==> config.mk <==
export PLATFORM = sky130hd
export DESIGN_NAME = uart_tx_scheduler
export DESIGN_NICKNAME = d
export VERILOG_FILES = /design/src/rtl/uart_pkg.sv /design/src/rtl/uart_rr_arbiter.sv /design/src/rtl/uart_tx_scheduler.sv
export SDC_FILE = /design/constraint.sdc
export NUM_CORES = 1
export LEC_CHECK = 0
export CAP_MARGIN = 10
export CORE_ASPECT_RATIO = 0.9
export CORE_MARGIN = 2
export CORE_UTILIZATION = 50
export CTS_BUF_LIST = sky130_fd_sc_hd__clkbuf_4
export CTS_CLUSTER_SIZE = 12
export DETAILED_ROUTE_END_ITERATION = 8
export PLACE_DENSITY = 0.83
export SYNTH_ARGS = -nofsm -noshare
export SYNTH_HDL_FRONTEND = slang
export SYNTH_SLANG_ARGS = --single-unit
==> constraint.sdc <==
create_clock -name baud_clk -period 3.71 [get_ports baud_clk]
set_clock_uncertainty 0.15 [all_clocks]
set_input_delay 0.742 -clock baud_clk [delete_from_list [all_inputs] [get_ports baud_clk]]
set_output_delay 0.742 -clock baud_clk [all_outputs]
set_load 0.01 [all_outputs]
==> src/rtl/uart_pkg.sv <==
// Shared UART definitions used by the TX scheduler, frame counter and RX.
//   uart_state_e : frame state encoding (IDLE/START/DATA/STOP)
//   OVERSAMPLE   : baud_clk cycles per bit
//   SAMPLE_LAST  : last oversample phase within a bit
package uart_pkg;

  typedef enum logic [1:0] {
    IDLE  = 2'b00,
    START = 2'b01,
    DATA  = 2'b10,
    STOP  = 2'b11
  } uart_state_e;

  localparam int unsigned OVERSAMPLE  = 16;
  localparam logic [3:0]  SAMPLE_LAST = 4'(OVERSAMPLE - 1);

endpackage

==> src/rtl/uart_rr_arbiter.sv <==
// Combinational round-robin pick for the TX scheduler.
//   req_i   : per-requester request levels
//   ptr_i   : index of the last winner; search starts at ptr_i+1 and wraps
//   gnt_o   : one-hot winner (zero when nothing requests)
//   idx_o   : winner index
//   valid_o : at least one request present
module uart_rr_arbiter #(
  parameter int unsigned NumReq = 4
) (
  input  logic [NumReq-1:0] req_i,
  input  logic [2:0]        ptr_i,
  output logic [NumReq-1:0] gnt_o,
  output logic [2:0]        idx_o,
  output logic              valid_o
);

  localparam int unsigned SelW = (NumReq > 1) ? $clog2(NumReq) : 1;

  int unsigned     cand;
  logic [SelW-1:0] cand_sel;

  always_comb begin
    gnt_o    = '0;
    idx_o    = '0;
    valid_o  = 1'b0;
    cand     = 0;
    cand_sel = '0;
    // Offsets 1..NumReq visit every requester once, the previous winner last.
    for (int unsigned off = 1; off <= NumReq; off++) begin
      cand     = (32'(ptr_i) + off) % NumReq;
      cand_sel = SelW'(cand);
      if (!valid_o && req_i[cand_sel]) begin
        valid_o         = 1'b1;
        idx_o           = 3'(cand);
        gnt_o[cand_sel] = 1'b1;
      end
    end
  end

endmodule

==> src/rtl/uart_tx_scheduler.sv <==
// UART transmit scheduler: round-robin shares one TX line among NUM_REQ requesters and
// sequences each granted byte through START/DATA/STOP on the 16x oversample clock.
//   baud_clk, rst_n : 16x oversample clock, asynchronous active-low reset
//   req, req_data   : per-requester request level and byte (requester i at [i*DATA_W +: DATA_W])
//   grant, grant_id : one-cycle one-hot acceptance pulse, owner of the current frame
//   busy, tx        : not-idle flag, registered serial line (idle high)
//   current_state, sample_count, bit_count, frame_done : frame progress for status logic
module uart_tx_scheduler
  import uart_pkg::*;
#(
  parameter int unsigned NUM_REQ   = 4,
  parameter int unsigned DATA_W    = 8,
  parameter int unsigned STOP_BITS = 1
) (
  input  logic                      baud_clk,
  input  logic                      rst_n,
  input  logic [NUM_REQ-1:0]        req,
  input  logic [NUM_REQ*DATA_W-1:0] req_data,
  output logic [NUM_REQ-1:0]        grant,
  output logic [2:0]                grant_id,
  output logic                      busy,
  output logic                      tx,
  output logic [1:0]                current_state,
  output logic [3:0]                sample_count,
  output logic [3:0]                bit_count,
  output logic                      frame_done
);

  localparam logic [3:0] DataLast = 4'(DATA_W - 1);
  localparam logic [3:0] StopLast = 4'(STOP_BITS - 1);

  uart_state_e        state_q, state_d;
  logic [3:0]         sample_q, sample_d;
  logic [3:0]         bit_q, bit_d;
  logic [DATA_W-1:0]  shift_q, shift_d;
  logic               tx_q, tx_d;
  logic [NUM_REQ-1:0] grant_q, grant_d;
  logic [2:0]         gid_q, gid_d;
  logic [2:0]         ptr_q, ptr_d;

  logic [NUM_REQ-1:0] arb_gnt;
  logic [2:0]         arb_idx;
  logic               arb_valid;
  logic [DATA_W-1:0]  win_data;
  logic               sample_wrap;
  logic               stop_end;
  logic               arb_point;

  uart_rr_arbiter #(
    .NumReq (NUM_REQ)
  ) u_arb (
    .req_i   (req),
    .ptr_i   (ptr_q),
    .gnt_o   (arb_gnt),
    .idx_o   (arb_idx),
    .valid_o (arb_valid)
  );

  always_comb begin
    win_data = '0;
    for (int i = 0; i < NUM_REQ; i++) begin
      if (arb_idx == 3'(i)) win_data = req_data[i*DATA_W +: DATA_W];
    end
  end

  assign sample_wrap = (sample_q == SAMPLE_LAST);
  assign stop_end    = (state_q == STOP) && sample_wrap && (bit_q == StopLast);
  // Arbitrating on the last STOP cycle lets a pending request start with no idle gap.
  assign arb_point   = (state_q == IDLE) || stop_end;

  always_comb begin
    state_d  = state_q;
    sample_d = sample_q;
    bit_d    = bit_q;
    shift_d  = shift_q;
    tx_d     = tx_q;
    grant_d  = '0;
    gid_d    = gid_q;
    ptr_d    = ptr_q;

    if (state_q != IDLE) sample_d = sample_q + 4'd1;

    case (state_q)
      START: begin
        if (sample_wrap) begin
          state_d = DATA;
          bit_d   = '0;
          tx_d    = shift_q[0];
          shift_d = shift_q >> 1;
        end
      end
      DATA: begin
        if (sample_wrap) begin
          if (bit_q == DataLast) begin
            state_d = STOP;
            bit_d   = '0;
            tx_d    = 1'b1;
          end else begin
            bit_d   = bit_q + 4'd1;
            tx_d    = shift_q[0];
            shift_d = shift_q >> 1;
          end
        end
      end
      STOP: begin
        if (sample_wrap && (bit_q != StopLast)) bit_d = bit_q + 4'd1;
      end
      default: ;
    endcase

    if (arb_point) begin
      sample_d = '0;
      bit_d    = '0;
      if (arb_valid) begin
        state_d = START;
        tx_d    = 1'b0;
        shift_d = win_data;
        grant_d = arb_gnt;
        gid_d   = arb_idx;
        ptr_d   = arb_idx;
      end else begin
        state_d = IDLE;
        tx_d    = 1'b1;
      end
    end
  end

  always_ff @(posedge baud_clk or negedge rst_n) begin
    if (!rst_n) begin
      state_q  <= IDLE;
      sample_q <= '0;
      bit_q    <= '0;
      shift_q  <= '0;
      tx_q     <= 1'b1;
      grant_q  <= '0;
      gid_q    <= '0;
      ptr_q    <= 3'(NUM_REQ - 1);
    end else begin
      state_q  <= state_d;
      sample_q <= sample_d;
      bit_q    <= bit_d;
      shift_q  <= shift_d;
      tx_q     <= tx_d;
      grant_q  <= grant_d;
      gid_q    <= gid_d;
      ptr_q    <= ptr_d;
    end
  end

  assign grant         = grant_q;
  assign grant_id      = gid_q;
  assign busy          = (state_q != IDLE);
  assign tx            = tx_q;
  assign current_state = state_q;
  assign sample_count  = sample_q;
  assign bit_count     = bit_q;
  assign frame_done    = stop_end;

endmodule

-- Yosys cells after proc, flatten, opt, wreduce, memory -nomap -nowiden
Index checks and enable logic that the tools add are counted.
Widths: inputs -> output; s select.
- output and inout bits: 20
- register bits after elaboration: 28
- bits of input ports: 38
- mux-type cells: 60
- eq/ne operators: 12
- add/subtract/negate cells: 6
- order comparisons: 8
- reduce and logical (&&, ||, !) cells: 26
- bitwise gates (word level): 3
- operators with widths (kind ; number):
    $mux 8 ; 9
    $mux 4 ; 13
    $mux 1 ; 18
    $pmux 8 s2 ; 1
    $lt 2x3->1 const B ; 4
    $or 4x4->4 ; 3
    $pmux 4 s3 ; 1
    $logic_and 1x1->1 ; 10
    $mux 2 ; 5
    $mux 3 ; 3
    $ne 3x3->1 const B ; 3
    $add 4x1->4 const B ; 2
    $bmux 1 s2 ; 4
    $demux 1 s2 ; 4
    $ge 2x1->1 const B ; 4
    $reduce_and 4->1 ; 2
    $reduce_bool 4->1 ; 2
    $eq 3x2->1 const B ; 2
    $add 2x1->2 const B ; 2
    $add 2x2->2 const B ; 2
    $eq 2x2->1 const B ; 2
    $eq 4x3->1 const B ; 1
    $eq 4x4->1 const B ; 1
    $logic_not 4->1 ; 1
    other kinds (13) ; 16

-- Depth between registers and ports, before layout
- depth in word-level cells: 20
- gate-level depth with buffers: 12

-- Cells and area by module
A second synthesis with hierarchy kept.
- cells, all modules: 248
- area total of the unflattened synthesis: 2358.5 um^2
- modules (own cells, without submodules) (module ; seq. area each (um^2) ; times used ; area an instance (um^2) ; cells each):
    uart_tx_scheduler ; 704.4 ; 1 ; 1717.9 ; 160
    uart_rr_arbiter ; 0.0 ; 1 ; 640.6 ; 88

-- Worst setup path before layout
No wires, ideal clock.
- path type: register -> register
- from: reg ptr_q[0]
- to: reg shift_q[7]
- period minus slack after synthesis: 3.227 ns
- library setup time: 0.126 ns
- slack: 0.483 ns
- arrival time: 2.951 ns
- cell stages (with the launch flop): 12
- path through: dfstp_2 -> clkbuf_1 -> inv_1 -> ha_1 -> clkbuf_1 -> nor2_1 -> o21bai_1 -> o2111ai_2 -> and2_4 -> buf_8 -> mux2_1 -> a221o_1
- cells in the longest elaborated chain, start to end: 20
- ends and longest elaborated chain (item ; line ; source):
    start, declared ; uart_tx_scheduler.sv:39 ; logic [2:0] ptr_q, ptr_d;
    start signal, assigned ; uart_tx_scheduler.sv:137 ; ptr_q <= 3'(NUM_REQ - 1);
    start signal, assigned ; uart_tx_scheduler.sv:146 ; ptr_q <= ptr_d;
    $add 2x1->2 ; uart_rr_arbiter.sv:30 ; cand = (32'(ptr_i) + off) % NumReq;
    $bmux 1 s2 ; uart_rr_arbiter.sv:32 ; if (!valid_o && req_i[cand_sel]) begin
    $mux 1 (not written as such) ; uart_rr_arbiter.sv:32 ;
    $mux 1 ; uart_rr_arbiter.sv:32 ;
    $logic_not 1->1 ; uart_rr_arbiter.sv:32 ;
    $logic_and 1x1->1 ; uart_rr_arbiter.sv:32 ;
    $mux 1 ; uart_rr_arbiter.sv:32 ;
    $logic_not 1->1 ; uart_rr_arbiter.sv:32 ;
    [2 not listed] ; -- ;
    $logic_not 1->1 ; uart_rr_arbiter.sv:32 ;
    $logic_and 1x1->1 ; uart_rr_arbiter.sv:32 ;
    $mux 3 ; uart_rr_arbiter.sv:32 ;
    $logic_not 3->1 ; uart_tx_scheduler.sv:62 ; if (arb_idx == 3'(i)) win_data = req_data[i*DATA_W +: DATA_W];
    $mux 8 (4 in series) ; uart_tx_scheduler.sv:62 ;
    $mux 8 * ; uart_tx_scheduler.sv:114 ; if (arb_valid) begin
    $mux 8 * ; uart_tx_scheduler.sv:111 ; if (arb_point) begin
    via shift_d[7] ; uart_tx_scheduler.sv:35 ; logic [DATA_W-1:0] shift_q, shift_d;
    end signal, assigned ; uart_tx_scheduler.sv:142 ; shift_q <= shift_d;
    end, declared ; uart_tx_scheduler.sv:35 ;
The timed path passes the listed nets; every way through them passes the cells marked *. The select of a mux whose other input is x is not followed.
A chain may end at the register's enable or synchronous reset.

-- Worst setup path in the final report
Ends and elaborated chain as after synthesis.

==> impl_metrics.json <==
{
  "outcome": "completed",
  "cts-buffers-inserted": 3,
  "die_x_um": 71.5,
  "clk_root_buffer_cell": "clkbuf_4",
  "maxCapViolations": 0,
  "drt_iter0_drc": 107,
  "die_area_mm2": 0.00463,
  "r2r_slack_ns": 0.45,
  "final_net_count": 319,
  "path_delay_family": "flip-flops",
  "cp_slowest_cell": "dfstp_2",
  "final_common_cell": "clkdlybuf4s50_1",
  "dr_total_vias": 1851,
  "max-vdd-ir-drop_v": 0.000120,
  "synth_top_family_by_area": "compound AO/OA/AOI/OAI gates",
  "stdcell_area_mm2": 0.00266,
  "endpoint_kind": "flip-flop",
  "stdcell_count": 313,
  "r2r_start": "ptr_q[0]",
  "place_inst": 309,
  "synth_seq_cells": 27,
  "synth-compound-area-share_pct": 25.0,
  "cts_hold_buf": 0,
  "slew_headroom_pct": 49.0,
  "fmax_mhz": 306,
  "rsz0062_at_grt": "no",
  "wl_per_cell_um": 15.5,
  "synth-seq-area-share_pct": 33.2,
  "clock_latency_ns": 0.34,
  "period_needed_ns": 3.26,
  "ys.warnings.count": 0,
  "htreeDepth": 1,
  "final_cell_mix": "clkdlybuf4s50_1, dfrtp_1, nand2_1",
  "max_stage_delay_ns": 0.78,
  "regToRegEndpoint": "shift_q[7]",
  "async_flop_share_pct": 100,
  "io_pins": 58,
  "grt_max_degree": 28,
  "route.detailed.drc": 0,
  "grt_antenna_before_repair": 0,
  "critical_path_class": "flip-flop to flip-flop",
  "io_buffers": 56,
  "synth_nets": 265,
  "nFillCells": 345,
  "leakage_nw": 1.13,
  "yosys.area_share.simple_pct": 16.8,
  "placed_area_mm2": 0.00263,
  "grt_pass1_wl_mm": 8.15,
  "synth.distinct_cells": 57,
  "synthFlopType": "dfrtp_1",
  "worst_r2r_path_depth": 9,
  "gp_congestion": 0.885,
  "p_per_area_mw_per_mm2": 261,
  "routed_wl_mm": 4.85,
  "cp-start-kind": "flip-flop",
  "multi_input_area_mm2": 0.00125,
  "path_cells": "inv_1 > ha_1 > buf_4 > nor2b_1 > o21bai_1 > o2111ai_2 > and2_4 > mux2_1 > a221o_1",
  "die_h_um": 64.7,
  "synth-adder-area-share_pct": 9.16,
  "slew_violations": 0,
  "n_antenna_cell": 0,
  "path_buf_inv": 2,
  "clkSlewWorstSetupHoldPaths_ns": 0.16,
  "synth_xor_area_share_pct": 0.855,
  "final_hold_viol_count": 0,
  "synth-edff-count": 0,
  "overflow": 0,
  "worst_slew_pin_slew_ns": 0.759,
  "clock_sinks": 27,
  "cts_tree": "built",
  "start_util_pct": 51.0,
  "num_rows": 22,
  "min-delay-start": "sample_count[0]",
  "via_per_inst": 5.91,
  "holdPathEnd": "sample_count[0]",
  "avgSynthCellArea_um2": 9.67,
  "postRouteAntennaNets": 0,
  "dp_hpwl_mm": 3.72,
  "setup_violations": 0,
  "cts_setup_buffers": 0,
  "core_mm2": 0.00402,
  "syn_area_mm2": 0.00205,
  "seqCellArea_um2": 679,
  "synthMuxAreaShare_pct": 9.10,
  "tns_ns": 0,
  "hold_slack_ns": 0.359,
  "required_ns": 3.79,
  "cts-resized-gates": 0,
  "dr.pass1.iters": 4,
  "drive_gt1_share_pct": 10.2,
  "syn2layout_area_growth_pct": 29.7,
  "globalRouteTotalUtil_pct": 22.1,
  "cp_max_fo": 20,
  "min_period_over_period_pct": 88.0,
  "fin_util_pct": 66.2,
  "cts_buffer_depth": 2,
  "min_path_cells": 1,
  "syn_inst": 212,
  "crit_arrival_ns": 3.34,
  "grt_pass1_vias": 1765,
  "hp-class": "flip-flop to flip-flop"
}
[synthesized netlist by cell type, types with 3 or more instances]
| library cell | instances | area, um2 |
|---|---|---|
| a21oi_1 | 9 | 45.0 |
| a21o_1 | 3 | 22.5 |
| o21ai_1 | 3 | 15.0 |
| nor2_1 | 12 | 45.0 |
| dfstp_2 | 3 | 78.8 |
| a221oi_2 | 5 | 75.1 |
| nand3_1 | 3 | 15.0 |
| mux2i_1 | 13 | 130 |
| nor3b_1 | 4 | 30.0 |
| nand2_1 | 19 | 71.3 |
| clkbuf_1 | 4 | 15.0 |
| o21a_1 | 3 | 22.5 |
| o21ai_0 | 8 | 40.0 |
| buf_2 | 6 | 30.0 |
| a222oi_1 | 4 | 40.0 |
| nor3_1 | 10 | 50.1 |
| dfrtp_1 | 24 | 601 |
| a221oi_1 | 8 | 70.1 |
| ha_1 | 15 | 188 |
| inv_1 | 8 | 30.0 |
[per-stage QoR]
| step | setup slack, ns | total power [mW] |
|---|---|---|
| 2_1_floorplan | 0.483 | 0.491 |
| 3_5_place_dp | 0.269 | 0.560 |
| 6_report | 0.447 | 0.694 |
| 3_3_place_gp | 0.316 | 0.552 |
| 4_1_cts | 0.469 | 0.697 |
| 5_1_grt | 0.271 | 0.736 |
[area by class of cell]
class	count	area share, %
Clock buffer	3	0.847
Clock inverter	1	0.329
Inverter	8	1.13
Multi-Input combinational cell	164	47.1
Sequential cell	27	25.6
Tap cell	48	2.26
Timing Repair Buffer	62	22.8
[power breakdown]
group | internal (mW) | switching (mW)
combinational | 0.120 | 0.107
clock | 0.0440 | 0.0935
sequential | 0.312 | 0.0176
total | 0.475 | 0.219
[registers in the layout, indices dropped and copies added (netlist names)]
name and count:
grant_id 2, sample_count 4, ptr_q 2, tx 1, current_state 2, grant 4
bit_count 4, shift_q 8
[how the worst max path moves through the flow]
stage,start,endpoint,slack [ns],cells past startpoint
2_1_floorplan,ptr_q[0],shift_q[7],0.48,11
3_3_place_gp,req[2],shift_q[7],0.32,7
3_5_place_dp,req[2],shift_q[7],0.27,7
4_1_cts,ptr_q[0],shift_q[7],0.47,9
5_1_grt,ptr_q[0],shift_q[5],0.27,8
6_report,ptr_q[0],shift_q[7],0.45,9
[per-layer routing]
layer	up-vias	track usage (%)	wire [um]
li1	905	-	-
met1	879	29.6	2190
met2	59	36.3	2290
met3	8	2.49	274
met4	0	9.20	93
met5	-	0	0
[logic make-up (layout without fill, tap and decap cells)]
kind of cell             count (synthesis)  after routing
AO/OA/AOI/OAI                           63             63
XOR/XNOR                                 2              2
adder cells (fa/ha/maj)                 15             15
buffers and inverters                   21             74
flip-flops                              27             27
multiplexers                            17             17
other                                    1              1
AND/OR/NAND/NOR                         66             66
Power figures use the tool's default switching activity.
